$ cat src/rtl/memcpy_job_queue.sv
`default_nettype none
// +--------------------------------------------------------------------------+
// | memcpy_job_queue : job FIFO + single-job sequencer for the memcpy engine  |
// | Optional watchdog macro: MEMCPY_JOBQ_TIMEOUT_EN          Rev 1.0          |
// +--------------------------------------------------------------------------+
module memcpy_job_queue #(
  parameter int ADDR_WIDTH     = 64,
  parameter int DEPTH_LOG2     = 2,
  parameter int DONE_GUARD     = 2,
  parameter int TIMEOUT_CYCLES = 1048576
) (
  input  logic                  clk,
  input  logic                  rst,
  input  logic                  job_valid,
  output logic                  job_ready,
  input  logic [ADDR_WIDTH-1:0] job_src_addr,
  input  logic [ADDR_WIDTH-1:0] job_tgt_addr,
  input  logic [63:0]           job_len,
  input  logic [7:0]            job_tag,
  output logic [ADDR_WIDTH-1:0] memcpy_src_addr,
  output logic [ADDR_WIDTH-1:0] memcpy_tgt_addr,
  output logic [63:0]           memcpy_len,
  output logic                  memcpy_start,
  input  logic                  memcpy_done,
  output logic                  cmpl_valid,
  input  logic                  cmpl_ready,
  output logic [7:0]            cmpl_tag,
  output logic [1:0]            cmpl_status,
  output logic [DEPTH_LOG2:0]   queue_level,
  output logic                  busy,
  output logic [31:0]           cmpl_count
);

  localparam int                DEPTH      = 1 << DEPTH_LOG2;
  localparam logic [DEPTH_LOG2:0] FULL_LEVEL = (DEPTH_LOG2+1)'(DEPTH);
  localparam logic [3:0]        GUARD_LAST = 4'(DONE_GUARD - 1);

  localparam logic [1:0] ST_OK      = 2'b00;
  localparam logic [1:0] ST_ZERO    = 2'b01;
  localparam logic [1:0] ST_TIMEOUT = 2'b10;

  typedef enum logic [2:0] {
    S_IDLE      = 3'd0,
    S_LAUNCH    = 3'd1,
    S_ARM       = 3'd2,
    S_WAIT_DONE = 3'd3,
    S_COMPLETE  = 3'd4
  } state_t;

  state_t state, state_next;

  logic [ADDR_WIDTH-1:0] fifo_src [DEPTH];
  logic [ADDR_WIDTH-1:0] fifo_tgt [DEPTH];
  logic [63:0]           fifo_len [DEPTH];
  logic [7:0]            fifo_tag [DEPTH];
  logic [DEPTH_LOG2-1:0] wr_ptr, rd_ptr;
  logic [DEPTH_LOG2:0]   level_next;
  logic                  push, pop;

  logic [63:0] job_len_q;
  logic [7:0]  job_tag_q;
  logic [3:0]  guard_cnt;
  logic        guard_done;
  logic        timeout;
  logic [1:0]  status_next;

  assign push       = job_valid & job_ready;
  assign pop        = (state == S_IDLE) && (queue_level != '0);
  assign level_next = queue_level + (DEPTH_LOG2+1)'(push) - (DEPTH_LOG2+1)'(pop);
  assign guard_done = (guard_cnt == GUARD_LAST);
  assign cmpl_valid = (state == S_COMPLETE);
  assign busy       = (state != S_IDLE) || (queue_level != '0);

  // FIFO and job registers; engine operands only change when a real copy is popped.
  always_ff @(posedge clk) begin
    if (rst) begin
      for (int i = 0; i < DEPTH; i++) begin
        fifo_src[i] <= '0;
        fifo_tgt[i] <= '0;
        fifo_len[i] <= '0;
        fifo_tag[i] <= '0;
      end
      wr_ptr          <= '0;
      rd_ptr          <= '0;
      queue_level     <= '0;
      job_ready       <= 1'b0;
      job_len_q       <= '0;
      job_tag_q       <= '0;
      memcpy_src_addr <= '0;
      memcpy_tgt_addr <= '0;
      memcpy_len      <= '0;
    end else begin
      if (push) begin
        fifo_src[wr_ptr] <= job_src_addr;
        fifo_tgt[wr_ptr] <= job_tgt_addr;
        fifo_len[wr_ptr] <= job_len;
        fifo_tag[wr_ptr] <= job_tag;
        wr_ptr           <= wr_ptr + DEPTH_LOG2'(1);
      end
      if (pop) begin
        job_len_q <= fifo_len[rd_ptr];
        job_tag_q <= fifo_tag[rd_ptr];
        if (fifo_len[rd_ptr] != '0) begin
          memcpy_src_addr <= fifo_src[rd_ptr];
          memcpy_tgt_addr <= fifo_tgt[rd_ptr];
          memcpy_len      <= fifo_len[rd_ptr];
        end
        rd_ptr <= rd_ptr + DEPTH_LOG2'(1);
      end
      queue_level <= level_next;
      job_ready   <= (level_next != FULL_LEVEL);
    end
  end

`ifdef MEMCPY_JOBQ_TIMEOUT_EN
  localparam int TO_W = $clog2(TIMEOUT_CYCLES + 1);
  logic [TO_W-1:0] to_cnt;
  logic            to_active;

  assign to_active = (state == S_ARM) || (state == S_WAIT_DONE);
  assign timeout   = to_active && (to_cnt == TO_W'(TIMEOUT_CYCLES - 1));

  always_ff @(posedge clk) begin
    if (rst || state == S_LAUNCH) begin
      to_cnt <= '0;
    end else if (to_active && !timeout) begin
      to_cnt <= to_cnt + TO_W'(1);
    end
  end
`else
  assign timeout = 1'b0;
`endif

  always_ff @(posedge clk) begin
    if (rst) begin
      state <= S_IDLE;
    end else begin
      state <= state_next;
    end
  end

  always_comb begin
    state_next   = state;
    status_next  = cmpl_status;
    memcpy_start = 1'b0;
    case (state)
      S_IDLE: begin
        if (pop) state_next = S_LAUNCH;
      end
      S_LAUNCH: begin
        if (job_len_q == '0) begin
          status_next = ST_ZERO;
          state_next  = S_COMPLETE;
        end else begin
          memcpy_start = 1'b1;
          state_next   = S_ARM;
        end
      end
      // memcpy_done is deliberately ignored here: it may still be high from the last job.
      S_ARM: begin
        if (timeout) begin
          status_next = ST_TIMEOUT;
          state_next  = S_COMPLETE;
        end else if (guard_done) begin
          state_next = S_WAIT_DONE;
        end
      end
      S_WAIT_DONE: begin
        if (memcpy_done) begin
          status_next = ST_OK;
          state_next  = S_COMPLETE;
        end else if (timeout) begin
          status_next = ST_TIMEOUT;
          state_next  = S_COMPLETE;
        end
      end
      S_COMPLETE: begin
        if (cmpl_ready) state_next = S_IDLE;
      end
      default: state_next = S_IDLE;
    endcase
  end

  always_ff @(posedge clk) begin
    if (rst) begin
      guard_cnt   <= '0;
      cmpl_tag    <= '0;
      cmpl_status <= '0;
      cmpl_count  <= '0;
    end else begin
      if (state == S_LAUNCH) begin
        guard_cnt <= '0;
      end else if (state == S_ARM) begin
        guard_cnt <= guard_cnt + 4'd1;
      end
      if (state_next == S_COMPLETE && state != S_COMPLETE) begin
        cmpl_tag    <= job_tag_q;
        cmpl_status <= status_next;
      end
      if (cmpl_valid && cmpl_ready) begin
        cmpl_count <= cmpl_count + 32'd1;
      end
    end
  end

endmodule
`default_nettype wire

$ cat config.mk
export PLATFORM = sky130hd
export DESIGN_NAME = memcpy_job_queue
export DESIGN_NICKNAME = d
export VERILOG_FILES = /design/src/rtl/memcpy_job_queue.sv
export SDC_FILE = /design/constraint.sdc
export NUM_CORES = 2
export LEC_CHECK = 0
export CORE_UTILIZATION = 52
export DETAILED_ROUTE_END_ITERATION = 16
export PLACE_DENSITY_LB_ADDON = 0.15
export SLEW_MARGIN = 10
export SYNTH_ARGS = -nofsm -noshare
export SYNTH_HDL_FRONTEND = slang
export SYNTH_SLANG_ARGS = --single-unit
$ cat constraint.sdc
create_clock -name clk -period 12.69 [get_ports clk]
set_clock_uncertainty 0.05 [all_clocks]
set_input_delay 2.538 -clock clk [delete_from_list [all_inputs] [get_ports clk]]
set_output_delay 2.538 -clock clk [all_outputs]
set_load 0.01 [all_outputs]
### Yosys cells after proc, flatten, opt, wreduce, memory -nomap -nowiden

Memories as Yosys holds them, arrays and structs flattened. A register that Yosys moved wholly into a read port is not among the register bits.
Index checks and enable logic that the tools add are counted.

* equality and inequality tests: 10
* reductions and logical operators: 17
* muxes and demuxes: 30
* add/sub/neg operators: 6
* bitwise gates (word level): 1

Operators with widths (count)
* $mux 64: 3
* $reduce_or 64->1: 3
* $logic_not 64->1: 1
* $reduce_bool 64->1: 1
* $add 32x1->32 const B: 1
* $mux 2: 8
* $mux 3: 5
* $pmux 3 s5: 1
* $mux 1: 11
* $mux 8: 1
* $reduce_or 8->1: 1
* $eq 3x2->1 const B: 2
* $eq 3x3->1 const B: 2
* $ne 3x3->1 const B: 2
* $reduce_bool 3->1: 2
* $add 2x1->2 const B: 2
* $add 4x1->4 const B: 1
* $eq 4x1->1 const B: 1
* $ne 2x2->1 const B: 2
* $pmux 2 s2: 1
* $reduce_and 4->1: 1
* $add 3x1->3: 1
* $eq 3x1->1 const B: 1
* $logic_and 1x1->1: 3
* 7 further kinds: 7

* register bits after elaboration: 185
* memories: 4
* RAM bits: 800
* output and inout bits: 241

Memory list
* fifo_len: depth 4, bits a word 64, read ports 1, clocked after memory_dff 1, wr ports 4, line 54 `logic [63:0] fifo_len [DEPTH];`
* fifo_src: depth 4, bits a word 64, read ports 1, clocked after memory_dff 1, wr ports 4, line 52 `logic [ADDR_WIDTH-1:0] fifo_src [DEPTH];`
* fifo_tgt: depth 4, bits a word 64, read ports 1, clocked after memory_dff 1, wr ports 4, line 53 `logic [ADDR_WIDTH-1:0] fifo_tgt [DEPTH];`
* fifo_tag: depth 4, bits a word 8, read ports 1, clocked after memory_dff 1, wr ports 4, line 55 `logic [7:0] fifo_tag [DEPTH];`

### Longest topological paths before layout

* depth after elaboration: 7
* mapped depth: 13

### Worst setup path after synthesis

OpenSTA, ideal clock, no wires.

* path kind: in2reg
* start: input port job_valid
* end: memory fifo_len[1][0] (enable)
* path slack: -0.039 ns
* arrival time: 11.877 ns
* stages on the path: 2
* cells stage by stage: nand2_1 > o21bai_1

RTL lines
* from (decl): line 14 `input logic job_valid,`
* to (decl): line 54

==> Implementation_results.wiki <==
{| class="wikitable"
! Metric !! Value
|-
| Static Leak || 20.0 nW
|-
| Post_cts resized || 0
|-
| Worst path arrival time || 6.13 ns
|-
| Sequential cell fraction of total power || 43.6%
|-
| Maximum level of the CTS H-tree || 3
|-
| Fin. Hold Viols || 0
|-
| Max Clock Freq || 169 MHz
|-
| Antenna violations before repair || 19
|-
| Area fraction of the dominant cell type after synthesis || 52.8%
|-
| Overflow left after global routing || 0
|-
| Yosys reg bits || 1122
|-
| Layout overhead on the synthesized area || 19.8%
|-
| Area of the core region || 0.0868 sq mm
|-
| Port-buffer cells || 444
|-
| Main synth FF type || sky130_fd_sc_hd__edfxtp_1
|-
| Number of top-level pins || 446
|-
| DIE HEIGHT || 298 microns
|-
| Via count || 29313
|-
| Instance count of the mapped netlist || 3540
|-
| Cell variety after synth || 44
|-
| Switch share || 31.0%
|-
| Syn Area/Cell || 12.9 sq um
|-
| Slew Viols, Final || 0
|-
| Synth top area cells || sky130_fd_sc_hd__edfxtp_1, sky130_fd_sc_hd__dfxtp_1, sky130_fd_sc_hd__mux4_2, sky130_fd_sc_hd__nor2_1, sky130_fd_sc_hd__and2_1
|-
| Routability congestion estimate from global placement || 0.795
|-
| Final ANT Viol Nets || 0
|-
| Initial DRC count || 2685
|-
| Worst Max-Slew Pin Slew || 1.16 ns
|-
| Total power divided by cell area || 204 mW/mm^2
|-
| DP Area || 0.0508 sq mm
|-
| Post-route insts no fill || 5128
|-
| Number of clock buffers inserted by TritonCTS || 114
|-
| Worst Setup Start Kind || primary input
|-
| Cell mode on critical path || sky130_fd_sc_hd__buf_4
|-
| Series of cell instances along the critical path || clkdlybuf4s50_1, nand2_1, nor4_2, or2_4, buf_4, buf_4
|-
| Sequential cell area fraction in the yosys report || 66.9%
|-
| Time the final worst path needs with I/O delays and setup || 5.91 ns
|-
| Share of final-layout standard cells stronger than drive strength 1 || 10.7%
|-
| Slowest Stage Delay on Critical Path || 0.84 ns
|-
| CTS Buffer Depth || 3
|-
| Critical Path Fanout Max || 62
|-
| Kind of capture point of the worst setup path || register
|-
| Half-perimeter wire length of the detailed placement result || 65000 microns
|-
| Routed via count divided by cell count || 5.72
|-
| Routed len/inst || 22.8 microns
|-
| Insertion delay to the later sink of the worst-skew pair || 0.68 ns
|-
| Run status || finished clean
|-
| Most common cell in the netlist || sky130_fd_sc_hd__edfxtp_1
|-
| Clock tree root driver cell || sky130_fd_sc_hd__clkbuf_16
|-
| Design area || 0.0545 sq mm
|-
| Net count of the mapped netlist || 3751
|-
| Cell taking the most area after synthesis || sky130_fd_sc_hd__edfxtp_1
|-
| Worst setup path class || in -> reg
|-
| CP required || 12.91 ns
|-
| Floorplan die width || 298 microns
|-
| Placed cell count || 4904
|-
| Most common library cells after synthesis || sky130_fd_sc_hd__edfxtp_1, sky130_fd_sc_hd__nor2_1, sky130_fd_sc_hd__dfxtp_1
|-
| Post-CTS setup buffers || 0
|-
| Count of max-cap constraint violations || 0
|-
| Share of total power in the clock network || 29.8%
|-
| Final layout net count || 4076
|-
| Total of hold buffers inserted after clock tree synthesis || 0
|-
| Number of sinks handled by clock tree synthesis || 1122
|-
| Post-synth EDFFs || 800
|-
| Critical path's top delay family || buffers and inverters
|-
| Final worst-path cycle share || 46.6%
|-
| Number of warnings printed during yosys synthesis || 0
|-
| Combinational cell fraction of total power || 26.5%
|-
| Worst vdd rail ir drop || 162 uV
|-
| Number of failing setup endpoints in the final timing report || 0
|-
| Switching component of the power || 3.45 mW
|-
| Starting density of the core || 52.5%
|-
| Final Routed Wirelength || 117000 microns
|-
| Hold WC Path Type || reg -> reg
|-
| Unrepaired setup endpoints after global routing || false
|-
| Clk slew on worst S/H paths || 0.06 ns
|-
| Post-Syn Area || 0.0455 sq mm
|-
| 1st-pass router iterations || 6
|-
| Wire length of the first global-routing pass || 176000 microns
|-
| Max-Slew Margin vs Limit || 22.5%
|-
| FP Rows || 108
|-
| Maximum number of pins on one net before global-route repair || 201
|-
| Aggregate global-route resource usage || 26.2%
|-
| Total power of the final layout || 11.1 mW
|-
| Buf+Inv Stages, Crit Path || 3
|-
| Die area || 0.0887 sq mm
|-
| Critical Path Slowest Stage Cell || sky130_fd_sc_hd__buf_4
|-
| Internal power || 7.67 mW
|-
| Post-synth ARST share || 0%
|-
| Via count of the first global-routing pass || 28595
|-
| DRC violations left || 0
|-
| Clock tree from TritonCTS || yes
|}
==> cell families (layout without fill, tap and decap cells) <==
| family | after synthesis | in the layout | synth area share (%) |
|---|---|---|---|
| AND/OR/NAND/NOR | 1183 | 1183 | 12.0 |
| adder cells (fa/ha/maj) | 6 | 6 | 0.181 |
| AO/OA/AOI/OAI | 513 | 513 | 6.24 |
| XOR/XNOR | 28 | 28 | 0.539 |
| flip-flops | 1122 | 1122 | 66.9 |
| other | 1 | 8 | 0.00824 |
| multiplexers | 204 | 204 | 9.99 |
| buffers and inverters | 483 | 909 | 4.13 |
==> state kept, by name, summed over array words and instances (netlist names), named ones only <==
name / flops
fifo_len: 256
fifo_src: 256
fifo_tgt: 256
job_len_q: 64
memcpy_len: 64
memcpy_src_addr: 64
memcpy_tgt_addr: 64
cmpl_count: 32
fifo_tag: 32
cmpl_tag: 8
job_tag_q: 8
guard_cnt: 4
queue_level: 3
state: 3
rd_ptr: 2
wr_ptr: 2
cmpl_status: 1
job_ready: 1
==> final timing paths <==
kind | from | to | slack (ns) | cells past startpoint
worst max-delay path | job_valid | fifo_src[0][33] | 6.78 | 6
worst min-delay path | job_tag_q[3] | job_tag_q[3] | 0.41 | 2
worst max register to register | register | memcpy_len[16] | 7.58 | 9
worst min register to register | job_tag_q[3] | job_tag_q[3] | 0.41 | 2
==> cell type report <==
class | count | area [sq um]
Antenna cell | 7 | 17.5
Inverter | 213 | 805
Multi-Input combinational cell | 1935 | 13300
Fill cell | 6747 | 32200
Sequential cell | 1122 | 30500
Clock buffer | 163 | 3180
Tap cell | 1155 | 1450
Clock inverter | 54 | 529
Timing Repair Buffer | 479 | 4810
==> cell usage in the layout (no fill, tap or decap), types with 34 or more instances in the layout <==
master,Yosys,final
sky130_fd_sc_hd__mux4_2,200,200
sky130_fd_sc_hd__o21ai_0,214,214
sky130_fd_sc_hd__clkbuf_16,0,116
sky130_fd_sc_hd__nor2_1,445,443
sky130_fd_sc_hd__nand3_1,212,212
sky130_fd_sc_hd__a21oi_1,223,223
sky130_fd_sc_hd__dfxtp_1,322,318
sky130_fd_sc_hd__a22o_1,64,64
sky130_fd_sc_hd__clkdlybuf4s50_1,0,443
sky130_fd_sc_hd__nand2_1,233,233
sky130_fd_sc_hd__and2_1,201,201
sky130_fd_sc_hd__nor4_1,35,34
sky130_fd_sc_hd__edfxtp_1,800,800
sky130_fd_sc_hd__inv_1,212,212
==> power groups by stage <==
stage	registers (mW)	clock network (mW)	logic, mW
after floorplan	4.88	0	1.74
after global placement	4.92	0	2.94
after detailed placement	4.93	0	2.95
after CTS	4.86	3.37	2.97
after global routing	4.92	3.51	3.16
final	4.85	3.32	2.95
==> tightest hold or removal path: stages (launching register included) <==
cell and delay (ns):
sky130_fd_sc_hd__dfxtp_1 0.31, sky130_fd_sc_hd__nand2_1 0.05, sky130_fd_sc_hd__a21oi_1 0.05
==> routing by layer <==
layer	vias to the layer above	global-route usage, %	routed length [microns]
li1	13343	-	-
met1	14690	36.0	48100
met2	1076	42.3	56800
met3	182	5.71	9110
met4	22	6.96	2760
met5	-	0	144
==> metrics by stage <==
step | setup WS, ns | util [%] | setup TNS, ns | hold slack (ns)
6_report | 6.78 | 62.9 | 0 | 0.409
3_5_place_dp | 6.10 | 58.6 | 0 | 0.403
4_1_cts | 6.80 | 62.8 | 0 | 0.412
3_3_place_gp | 6.08 | 58.6 | 0 | 0.395
2_1_floorplan | -0.0395 | - | -15.78 | 0.387
5_1_grt | 6.58 | 62.9 | 0 | 0.430
Note: power is estimated with default switching activity, not from simulation.
